<file path="src/rtl/shift_reg_universal.sv">
// shift_reg_universal: WIDTH-bit universal shift register with an 8-way opcode.
// Single-cycle ops (hold, invert, parallel load) complete at the start edge.
// Shift/rotate ops run amt 1-bit steps, one per enabled clock, under a
// start/busy/done handshake.
//
// Ports:
//   clk    rising-edge clock
//   reset  asynchronous active-low reset
//   load   update enable; 0 freezes register, counter, FSM and done
//   op     opcode, sampled with start
//   start  operation request, honoured in IDLE with load=1
//   amt    shift count, sampled with start (shift/rotate ops only)
//   i      parallel load data
//   sin_r  fill bit entering the MSB on logical shift right
//   sin_l  fill bit entering the LSB on shift left
//   o      register contents
//   busy   multi-cycle shift in progress
//   done   one-cycle completion pulse
//   sout   last bit shifted or rotated out
//   par    XOR-reduction of o (only when SHREG_PARITY_EN is defined)
//
// Optional feature macro: SHREG_PARITY_EN
module shift_reg_universal #(
    parameter int WIDTH = 8,
    parameter int AMT_W = 4
) (
    input  logic             clk,
    input  logic             reset,
    input  logic             load,
    input  logic [2:0]       op,
    input  logic             start,
    input  logic [AMT_W-1:0] amt,
    input  logic [WIDTH-1:0] i,
    input  logic             sin_r,
    input  logic             sin_l,
    output logic [WIDTH-1:0] o,
    output logic             busy,
    output logic             done,
    output logic             sout
`ifdef SHREG_PARITY_EN
    ,
    output logic             par
`endif
);

    typedef enum logic {
        IDLE,
        SHIFT
    } state_t;

    typedef enum logic [2:0] {
        OP_HOLD = 3'b000,
        OP_INV  = 3'b001,
        OP_SHR  = 3'b010,
        OP_SHL  = 3'b011,
        OP_ROR  = 3'b100,
        OP_ROL  = 3'b101,
        OP_ASR  = 3'b110,
        OP_LOAD = 3'b111
    } op_t;

    localparam logic [AMT_W-1:0] CNT_ONE = {{(AMT_W-1){1'b0}}, 1'b1};

    state_t           state_q, state_d;
    op_t              op_q, op_d;
    logic [AMT_W-1:0] count_q, count_d;
    logic [WIDTH-1:0] o_q, o_d;
    logic             sout_q, sout_d;
    logic             done_q, done_d;

    logic [WIDTH-1:0] step_o;
    logic             step_sout;

    // One 1-bit step of the latched shift/rotate op.
    always_comb begin
        step_o    = o_q;
        step_sout = sout_q;
        case (op_q)
            OP_SHR: begin
                step_o    = {sin_r, o_q[WIDTH-1:1]};
                step_sout = o_q[0];
            end
            OP_SHL: begin
                step_o    = {o_q[WIDTH-2:0], sin_l};
                step_sout = o_q[WIDTH-1];
            end
            OP_ROR: begin
                step_o    = {o_q[0], o_q[WIDTH-1:1]};
                step_sout = o_q[0];
            end
            OP_ROL: begin
                step_o    = {o_q[WIDTH-2:0], o_q[WIDTH-1]};
                step_sout = o_q[WIDTH-1];
            end
            OP_ASR: begin
                step_o    = {o_q[WIDTH-1], o_q[WIDTH-1:1]};
                step_sout = o_q[0];
            end
            default: ;
        endcase
    end

    always_comb begin
        state_d = state_q;
        op_d    = op_q;
        count_d = count_q;
        o_d     = o_q;
        sout_d  = sout_q;
        done_d  = 1'b0;
        if (load) begin
            case (state_q)
                IDLE: begin
                    if (start) begin
                        case (op_t'(op))
                            OP_HOLD: done_d = 1'b1;
                            OP_INV: begin
                                o_d    = ~o_q;
                                done_d = 1'b1;
                            end
                            OP_LOAD: begin
                                o_d    = i;
                                done_d = 1'b1;
                            end
                            default: begin
                                if (amt == '0) begin
                                    done_d = 1'b1;
                                end else begin
                                    op_d    = op_t'(op);
                                    count_d = amt;
                                    state_d = SHIFT;
                                end
                            end
                        endcase
                    end
                end
                SHIFT: begin
                    o_d     = step_o;
                    sout_d  = step_sout;
                    count_d = count_q - CNT_ONE;
                    if (count_q == CNT_ONE) begin
                        state_d = IDLE;
                        done_d  = 1'b1;
                    end
                end
                default: state_d = IDLE;
            endcase
        end
    end

    always_ff @(posedge clk or negedge reset) begin
        if (!reset) begin
            state_q <= IDLE;
            op_q    <= OP_HOLD;
            count_q <= '0;
            o_q     <= '0;
            sout_q  <= 1'b0;
            done_q  <= 1'b0;
        end else begin
            state_q <= state_d;
            op_q    <= op_d;
            count_q <= count_d;
            o_q     <= o_d;
            sout_q  <= sout_d;
            done_q  <= done_d;
        end
    end

    assign o    = o_q;
    assign busy = (state_q == SHIFT);
    assign done = done_q;
    assign sout = sout_q;

`ifdef SHREG_PARITY_EN
    assign par = ^o_q;
`endif

endmodule

</file>
<file path="config.mk">
export PLATFORM = sky130hd
export DESIGN_NAME = shift_reg_universal
export DESIGN_NICKNAME = d
export VERILOG_FILES = /design/src/rtl/shift_reg_universal.sv
export SDC_FILE = /design/constraint.sdc
export NUM_CORES = 1
export LEC_CHECK = 0
export CAP_MARGIN = 20
export CELL_PAD_IN_SITES_DETAIL_PLACEMENT = 0
export CELL_PAD_IN_SITES_GLOBAL_PLACEMENT = 1
export CORE_MARGIN = 2
export CORE_UTILIZATION = 33
export DETAILED_ROUTE_END_ITERATION = 7
export HOLD_SLACK_MARGIN = 0.03
export PLACE_DENSITY = 0.72
export SYNTH_ARGS = -nofsm -noshare
export SYNTH_HDL_FRONTEND = slang
export SYNTH_SLANG_ARGS = --single-unit
</file>
<file path="constraint.sdc">
create_clock -name clk -period 1.6 [get_ports clk]
set_input_delay 0.16 -clock clk [delete_from_list [all_inputs] [get_ports clk]]
set_output_delay 0.16 -clock clk [all_outputs]
set_load 0.005 [all_outputs]
</file>
==> flow_summary_export.csv, run 1 <==
group,metric,value,unit
status,status,"finished, final reports clean",
cts,clockBufferDepth,2,
placement,pre_cts_slack,-0.293,ns
timing,fmax,0.648,GHz
synth,synth-seq-area-share,0.345,
timing,setup_total_negative_slack,0,ns
detailed_routing,drcViolationCount,0,
placement,placedCellCount,237,
floorplanning,die_w,66.9,microns
synth,synthArstFlopShare,1.00,
synth,synth_area_leaders,"dfrtp_1 35%, mux2i_1 6.1%, o21ai_0 5.4%",
timing,finalHoldViolations,0,
detailed_routing,wl_per_cell,15.1,microns
global_routing,grt_pass1_wl,6000,microns
global_routing,grt_max_degree,19,
synth,synth_top_cells_by_count,"18 x dfrtp_1, 14 x o21ai_0, 10 x a21oi_1, 10 x nor2_1",
synth,ys_ff_latch,18,
run,drv_cap,0,
timing,skew,0.00343,ns
detailed_routing,first_pass_iters,4,
setup_path,path_max_fanout,3,
final_layout,final_cell_area,1860,sq um
global_routing,antenna_found_initial,0,
synth,syn-num-nets,168,
synth,synthCells,145,
floorplanning,fp-row-count,22,
timing,setup_ws,0.0572,ns
global_routing,grt_use_total,0.174,
setup_path,rr_startpoint,"busy",
setup_path,r2r_slack,0.08,ns
timing,slew_viol_final,0,
detailed_routing,drt_wl_total,3620,microns
setup_path,worstRegToRegCells,4,
power,p_leak,0.861,nW
placement,placed_cell_area,1790,sq um
setup_path,critPathCaptureType,"flop",
timing,whs,0.249,ns
cts,cts_tree,"done",
placement,port_buffers,31,
placement,routabilityCongestion,0.828,
synth,synth_area,1310,sq um
timing,fin_crit_sh,0.964,
global_routing,grt_pass1_vias,1301,
power,powerDensity,1560,nW/um^2
floorplanning,start_util,0.349,
cts,post_cts_buffers,0,
synth,yosys.area.top_type,"dfrtp_1",
synth,post-synth-top-area-fraction,0.345,
cts,hold_buffers,0,
synth,synth_warnings,0,
final_layout,layoutNonFillerInstCount,240,
synth,syn_area_per_cell,9.00,sq um
cts,cts_made_buffers,3,
placement,hpwl,2750,microns
detailed_routing,via_count,1348,
final_layout,antennaDiodeCount,0,
synth,synthFlopType,"dfrtp_1",
cts,clock_sinks,18,
cts,cts.clk_slew.worst_paths,0.07,ns
setup_path,criticalPathCategory,"primary input to flop",
cts,clk_latency,0.25,ns
setup_path,r2r-end,"o[7]",
detailed_routing,drtIter0Drc,96,
floorplanning,coreArea,3740,sq um
floorplanning,io_pins,32,
floorplanning,die_h,66.9,microns
synth,synth-edff-count,0,
global_routing,overflow,0,
final_layout,area_growth_syn_to_layout,42.5,%
cts,ctsRootBufferMaster,"clkbuf_8",
detailed_routing,antenna_left,0,
setup_path,cp.required,1.75,ns
cts,htreeDepth,1,
synth,synth_most_common_cell,"dfrtp_1",
timing,layout_min_cycle_time,1.54,ns
timing,worst_slew_pin_slew,0.342,ns
timing,rsz0062_at_grt,"yes",
final_layout,nNetsFinal,217,
setup_path,cp.arrival,1.69,ns
worst_hold_path,worstHoldPathType,"primary input to async pin",
synth,synth_cell_type_count,40,
timing,slew_headroom,0.769,
final_layout,fillers,378,
timing,finalSetupViolations,0,
power,peakVddDrop,0.532,mV
detailed_routing,vias_per_cell,5.62,
final_layout,drive_gt1_frac,0.203,
floorplanning,dieArea,4470,sq um
setup_path,start_kind,"primary input",
-- placed cells by master (no fill, tap or decap), types with 2 or more instances in the layout --
cell type        instances
nor2b_1                  4
dfrtp_1                 18
nand3_1                  2
a221oi_1                 6
o22ai_1                  3
mux2_4                   3
inv_1                    5
xor2_1                   2
ha_1                     2
nor3b_1                  2
o211ai_1                 4
nor3_1                   2
nand4_1                  6
nor2_1                  10
o21ai_0                 13
clkdlybuf4s50_1         24
nand2_1                  7
dlygate4sd2_1            3
clkbuf_8                 3
dlymetal6s2s_1           4
a21oi_1                 10
and3_1                   4
mux2i_1                  7
buf_4                   23
a32oi_1                  2
-- worst max-delay path: stages --
cell and delay (ns):
clkdlybuf4s50_1 0.49, buf_4 0.13, nand4b_1 0.14, or2_4 0.29
a32o_1 0.20, a211o_1 0.28
-- layer usage --
| layer | GRT usage | vias to the layer above | wire, microns |
|---|---|---|---|
| met5 | 0 | - | 0 |
| met4 | 0.0740 | 0 | 33 |
| met2 | 0.275 | 45 | 1700 |
| met3 | 0.0220 | 2 | 175 |
| met1 | 0.238 | 652 | 1710 |
| li1 | - | 649 | - |
-- cell type report --
| type | instances | area, sq um | share of cell area |
|---|---|---|---|
| clock buffers | 3 | 41.3 | 0.0222 |
| well taps | 48 | 60.1 | 0.0323 |
| flip-flops and latches | 18 | 450 | 0.242 |
| multi-input cells | 111 | 788 | 0.424 |
| repair buffers | 55 | 500 | 0.269 |
| inverters | 5 | 18.8 | 0.0101 |
-- stage by stage --
stage,power (mW),utilization
floorplan,1.84,-
global placement,2.53,0.479
detailed placement,2.57,0.479
CTS,2.89,0.489
global route,3.16,0.497
finish,2.90,0.497
-- what timing repair did --
item	in CTS	in global routing
resized for setup	3	11
endpoints found under the setup margin	8	10
hold endpoints to repair	0	0
pin swaps	2	1
-- state kept, by name, indices dropped and copies added (netlist names) --
| name | flops |
|---|---|
| sout | 1 |
| busy | 1 |
| count_q | 4 |
| done | 1 |
| o | 8 |
| op_q | 3 |
-- how the worst max path moves through the flow --
stage	from	end	slack (ns)	depth (start not counted)
3_3_place_gp	load	op_q[0]	-0.30	5
2_1_floorplan	op[1]	op_q[0]	0.04	6
4_1_cts	load	o[7]	0.01	6
5_1_grt	start	o[7]	-0.02	6
6_report	load	o[7]	0.06	6
3_5_place_dp	load	op_q[0]	-0.29	5
-- report_power, final --
part	switching [mW]	internal (mW)
combinational	0.706	0.918
sequential	0.293	0.667
clock	0.152	0.167
-- logic make-up (layout without fill, tap and decap cells) --
kind of cell | after synthesis | count (layout) | share of synthesized area
xor+xnor | 2 | 2 | 0.0134
flops | 18 | 18 | 0.345
compound gates | 47 | 47 | 0.238
fa+ha+maj | 2 | 2 | 0.0192
simple gates | 48 | 48 | 0.217
mux | 12 | 12 | 0.105
buf+inv | 16 | 63 | 0.0633
No activity file was read; power rests on OpenSTA's default activity.
==> inputs of run 2 (changes only) <==
Settings changed: SLEW_MARGIN set to 20.
==> results of run 2 <==
Same layout as run 1: the final DEF is identical, and so are final timing and power.
==> variant 1 (flow settings as in run 2) <==
Change the parameter `AMT_W` from 4 to 3.
--- a/src/rtl/shift_reg_universal.sv
+++ b/src/rtl/shift_reg_universal.sv
@@ -22,7 +22,7 @@
 // Optional feature macro: SHREG_PARITY_EN
 module shift_reg_universal #(
     parameter int WIDTH = 8,
-    parameter int AMT_W = 4
+    parameter int AMT_W = 3
 ) (
     input  logic             clk,
     input  logic             reset,
Interface: changed (resized amt); port bits go from 32 to 31. The function was not compared with the original's and may differ.
==> variant 1 against run 2 <==
Non-clock buffer count is 3 lower; power is 3.2% higher; worst hold slack worse by 0.019 ns; count of clock-buffer cells in the layout is 1 higher; routed wire length is 3.6% lower; area after synthesis is 0.38% higher; final cell count is 2.9% lower; cell area is 3.4% lower; setup slack worse by 0.0095 ns; register-to-register slack better by 0.05 ns; sequential cell count is 1 lower; highest routed layer unchanged.
==> variant 1: results (changes against run 2) <==
drt_iter0_drc: 59  # was 96
dp_slack_ns: -0.229  # was -0.293 ns
netlist_top_cells_area: "dfrtp_1 32%, a211oi_1 6.9%, mux2i_1 6.1%, buf_6 5.2%, o21ai_0 4.2%"  # was dfrtp_1 35%, mux2i_1 6.1%, o21ai_0 5.4%, a221oi_1 4.0%, a21oi_1 3.8%
cp_max_fo: 14  # was 3
status: "complete, no violations"  # unchanged
grt_usage_pct: 17.3  # was 17.4%
finalNetCount: 208  # was 217
port_buffers: 30  # was 31
yosysSeqAreaShare_pct: 32.5  # was 34.5%
grt_first_pass_wirelength_um: 5840  # was 6000 um
routabilityCongestion: 0.777  # was 0.828
grt_max_degree: 18  # was 19
synth_fp_nets: 161  # was 168
power_leakage_nw: 0.745  # was 0.861 nW
ctsLongestPathBuffers: 2  # unchanged
vdd_drop_max_v: 0.000679  # was 0.000532 V
maxSlewHeadroom_pct: 70.0  # was 76.9%
cts.reportedPaths.clkPinSlew_ns: 0.07  # about the same
vias_per_cell: 5.49  # was 5.62
avgRoutedWirePerCell_um: 15.0  # was 15.1 um
critPathMaxStageDelay_ns: 0.52  # was 0.49 ns
grt_pass1_vias: 1248  # was 1301
fin_worst_skew_ns: 0.00690  # was 0.00343 ns
synthTopCellsByCount: "17 x dfrtp_1, 12 x a211oi_1, 12 x nor2_1, 11 x o21ai_0"  # was 18 x dfrtp_1, 14 x o21ai_0, 10 x a21oi_1, 10 x nor2_1
drive_gt1_share_pct: 21.6  # was 20.3%
critPathArrivalTime_ns: 1.39  # was 1.69 ns
[variant 1: changes by cell type in the layout (fill, tap and decap cells not counted), moves of 3 or more]
| cell | before | now |
|---|---|---|
| dlygate4sd2_1 | 3 | 0 |
| a211oi_1 | 0 | 12 |
| dlymetal6s2s_1 | 4 | 1 |
| mux2_4 | 3 | 0 |
| a21oi_1 | 10 | 2 |
| clkdlybuf4s50_1 | 24 | 29 |
| a221oi_1 | 6 | 0 |
[variant 1: area by class of cell]
class                   count  area (um2)
inverters                   4        15.0
fillers                   388        1950
multi-input cells         108         782
clock buffers               4        45.0
well taps                  48        60.1
flip-flops and latches     17         427
repair buffers             52         468
[variant 1: final timing paths]
path | startpoint | endpoint | slack [ns] | cells after the start
worst min register to register | count_q[0] | count_q[0] | 0.51 | 1
worst min-delay path | reset | o[6] | 0.23 | 2
min in group clk | load | done | 0.45 | 3
worst max-delay path | busy | busy | 0.05 | 2
worst max register to register | busy | o[0] | 0.13 | 4
max in group asynchronous | reset | busy | 1.15 | 2
[variant 1: per-layer routing]
metal,track usage [%],wire length [um],vias up
met5,0,0,-
met4,6.63,37,0
met3,2.20,90,4
met2,26.5,1560,21
met1,24.5,1800,631
li1,-,-,624
[variant 1: worst register-to-register path, cell delays in order, from the launching register on]
cell and delay, ns:
dfrtp_2 0.44, and4b_2 0.33, a2bb2oi_2 0.07, or4_1 0.47, o211ai_1 0.09
[variant 1: kinds of logic after synthesis]
| kind of cell | Yosys count | synth area share [%] |
|---|---|---|
| adder cells (fa/ha/maj) | 2 | 1.91 |
| flip-flops | 17 | 32.5 |
| AO/OA/AOI/OAI | 45 | 25.3 |
| buffers and inverters | 14 | 8.02 |
| XOR/XNOR | 2 | 1.91 |
| AND/OR/NAND/NOR | 48 | 21.7 |
| multiplexers | 11 | 8.69 |
[variant 1: what timing repair did]
action / CTS / global route
hold endpoints to repair: 0 / 0
buffers inserted: 0 / 1
setup endpoints to repair: 0 / 6
resized for setup: 0 / 3
[variant 1: power breakdown]
group / internal, mW / switching, mW
Sequential: 0.646 / 0.298
Clock: 0.177 / 0.158
Combinational: 0.943 / 0.774
[variant 1: per-stage QoR]
stage / instance area (um2) / power [mW] / cells / hold slack, ns
final: 1800 / 3.00 / 233 / 0.230
after floorplan: 1310 / 1.95 / 139 / -0.136
after global routing: 1800 / 3.24 / 233 / 0.280
after detailed placement: 1740 / 2.64 / 228 / 0.494
after global placement: 1740 / 2.61 / 228 / 0.493
after CTS: 1780 / 2.99 / 232 / 0.244
==> variant 2 (config.mk and constraints of run 2) <==
Made on the original files. Remove the register `done_q`: a continuous assignment takes its place, so the output `done` follows one clock earlier.
--- a/src/rtl/shift_reg_universal.sv
+++ b/src/rtl/shift_reg_universal.sv
@@ -154,16 +154,16 @@
             count_q <= '0;
             o_q     <= '0;
             sout_q  <= 1'b0;
-            done_q  <= 1'b0;
         end else begin
             state_q <= state_d;
             op_q    <= op_d;
             count_q <= count_d;
             o_q     <= o_d;
             sout_q  <= sout_d;
-            done_q  <= done_d;
         end
     end
+
+    assign done_q = done_d;
 
     assign o    = o_q;
     assign busy = (state_q == SHIFT);
Formal check against the unedited RTL: not equivalent (Yosys sat finds a counterexample within 4 cycles, from zero or initial values and one cycle with reset low).
==> variant 2 against run 2 <==
Non-clock buffer count grew 12; setup slack worse by 0.021 ns; sequential cell count fell by 1; global-route usage up 0.50 points; power increased by 16%; cell area increased by 4.5%; routed wire length increased by 6.8%; area after synthesis fell by 3.3%; largest cell class unchanged.
==> variant 2: results (changes against run 2) <==
power_leakage_nw: 0.845  # was 0.861 nW
vdd_drop_max_v: 0.000775  # was 0.000532 V
drt_iter0_drc: 48  # was 96
worstMarginPinSlew_ns: 0.341  # was 0.342 ns
grt_max_degree: 18  # was 19
reg2reg_from: "busy"  # unchanged
fillers: 357  # was 378
synthTopCellsByCount: "17 x dfrtp_1, 14 x o21ai_0, 11 x nor2_1, 10 x a21oi_1, 9 x mux2i_1"  # was 18 x dfrtp_1, 14 x o21ai_0, 10 x a21oi_1, 10 x nor2_1
antenna_found_initial: 0  # unchanged
synth_cell_types: 42  # was 40
finalNetCount: 230  # was 217
ctsLongestPathBuffers: 2  # unchanged
async_flop_share_pct: 100  # unchanged
routabilityCongestion: 0.806  # was 0.828
grt_usage_pct: 17.9  # was 17.4%
switchingPower_mw: 1.37  # was 1.15 mW
startpoint_type: "register"  # was input port
drt_wl_total_um: 3860  # was 3620 um
place_hpwl_um: 2760  # was 2750 um
grt_pass1_vias: 1225  # was 1301
vias_per_cell: 5.39  # was 5.62
r2r_setup_slack_ns: 0.04  # was 0.08 ns
design_area_um2: 1940  # was 1860 um2
status: "complete, no violations"  # unchanged
h-tree-depth: 1  # unchanged
drive_gt1_share_pct: 26.7  # was 20.3%
cp_max_fo: 5  # was 3
netlist_top_cells_area: "dfrtp_1 34%, mux2i_1 7.1%, o21ai_0 5.6%, a221oi_1 4.2%, a21oi_1 4.0%"  # was dfrtp_1 35%, mux2i_1 6.1%, o21ai_0 5.4%, a221oi_1 4.0%, a21oi_1 3.8%
yosysSeqAreaShare_pct: 33.7  # was 34.5%
placed_area_um2: 1840  # was 1790 um2
ys.warnings.count: 0  # unchanged
grt_first_pass_wirelength_um: 5930  # was 6000 um
r2r_end: "o[7]"  # unchanged
fin_worst_skew_ns: 0.000937  # was 0.00343 ns
[variant 2: cells by family (layout without fill, tap and decap cells)]
family | count (synthesis) | after routing | synth area share [%]
muxes | 12 | 12 | 10.4
xor gates and xnor gates | 2 | 2 | 1.39
buffers and inverters | 15 | 76 | 5.65
DFF | 17 | 17 | 33.7
adders and majority gates | 2 | 2 | 1.98
and+or+nand+nor | 50 | 50 | 22.7
AOI/OAI and AO/OA | 47 | 47 | 24.2
[variant 2: final cells by class]
class                      count  share of cell area [%]
multi-input combinational    113                    41.6
timing repair buffer          67                    30.1
sequential                    17                    21.9
tap                           48                    3.09
clock buffer                   4                    2.32
inverter                       5                   0.966
[variant 2: power by group through the flow]
stage               clock network [mW]  registers (mW)  logic, mW
finish                           0.330           0.936       2.09
CTS                              0.338           0.926       1.96
detailed placement                   0           0.919       1.93
global route                     0.359           0.980       2.28
floorplan                            0           0.857       1.10
global placement                     0           0.914       1.91
[variant 2: how the worst min path moves through the flow]
| stage | cells past startpoint | slack (ns) | to |
|---|---|---|---|
| floorplan | 0 | -0.14 | busy |
| detailed placement | 1 | 0.49 | sout |
| global placement | 1 | 0.49 | sout |
| CTS | 2 | 0.25 | o[1] |
| finish | 2 | 0.24 | count_q[2] |
| global route | 2 | 0.27 | o[1] |
[variant 2: per-layer routing]
layer  global-route usage, %  vias up  part of all wire (%)
met5                       0        -                     0
met4                    4.69        0                  0.65
met3                    2.73        2                   3.4
met2                    25.9       26                    45
met1                    27.6      662                    51
li1                        -      678                     -
[variant 2: per-stage QoR]
step | cells | setup slack, ns | hold WS, ns | setup TNS [ns]
after floorplan | 145 | 0.0804 | -0.136 | 0
after global placement | 248 | -0.326 | 0.490 | -4.38
after detailed placement | 248 | -0.399 | 0.489 | -4.88
after CTS | 252 | 0.0221 | 0.250 | 0
after global routing | 254 | -0.0348 | 0.274 | -0.0418
final | 254 | 0.0366 | 0.239 | 0
[variant 2: repair_timing]
item,CTS,global route
hold endpoints to repair,0,0
pin swaps,0,5
setup endpoints to repair,13,11
setup buffers,0,2
gates resized for setup,14,6
[variant 2: critical path, stage by stage, from the launching register on]
cell,delay [ns]
dfrtp_1,0.44
nand4b_1,0.26
or2_4,0.27
a32o_1,0.20
a211o_1,0.28
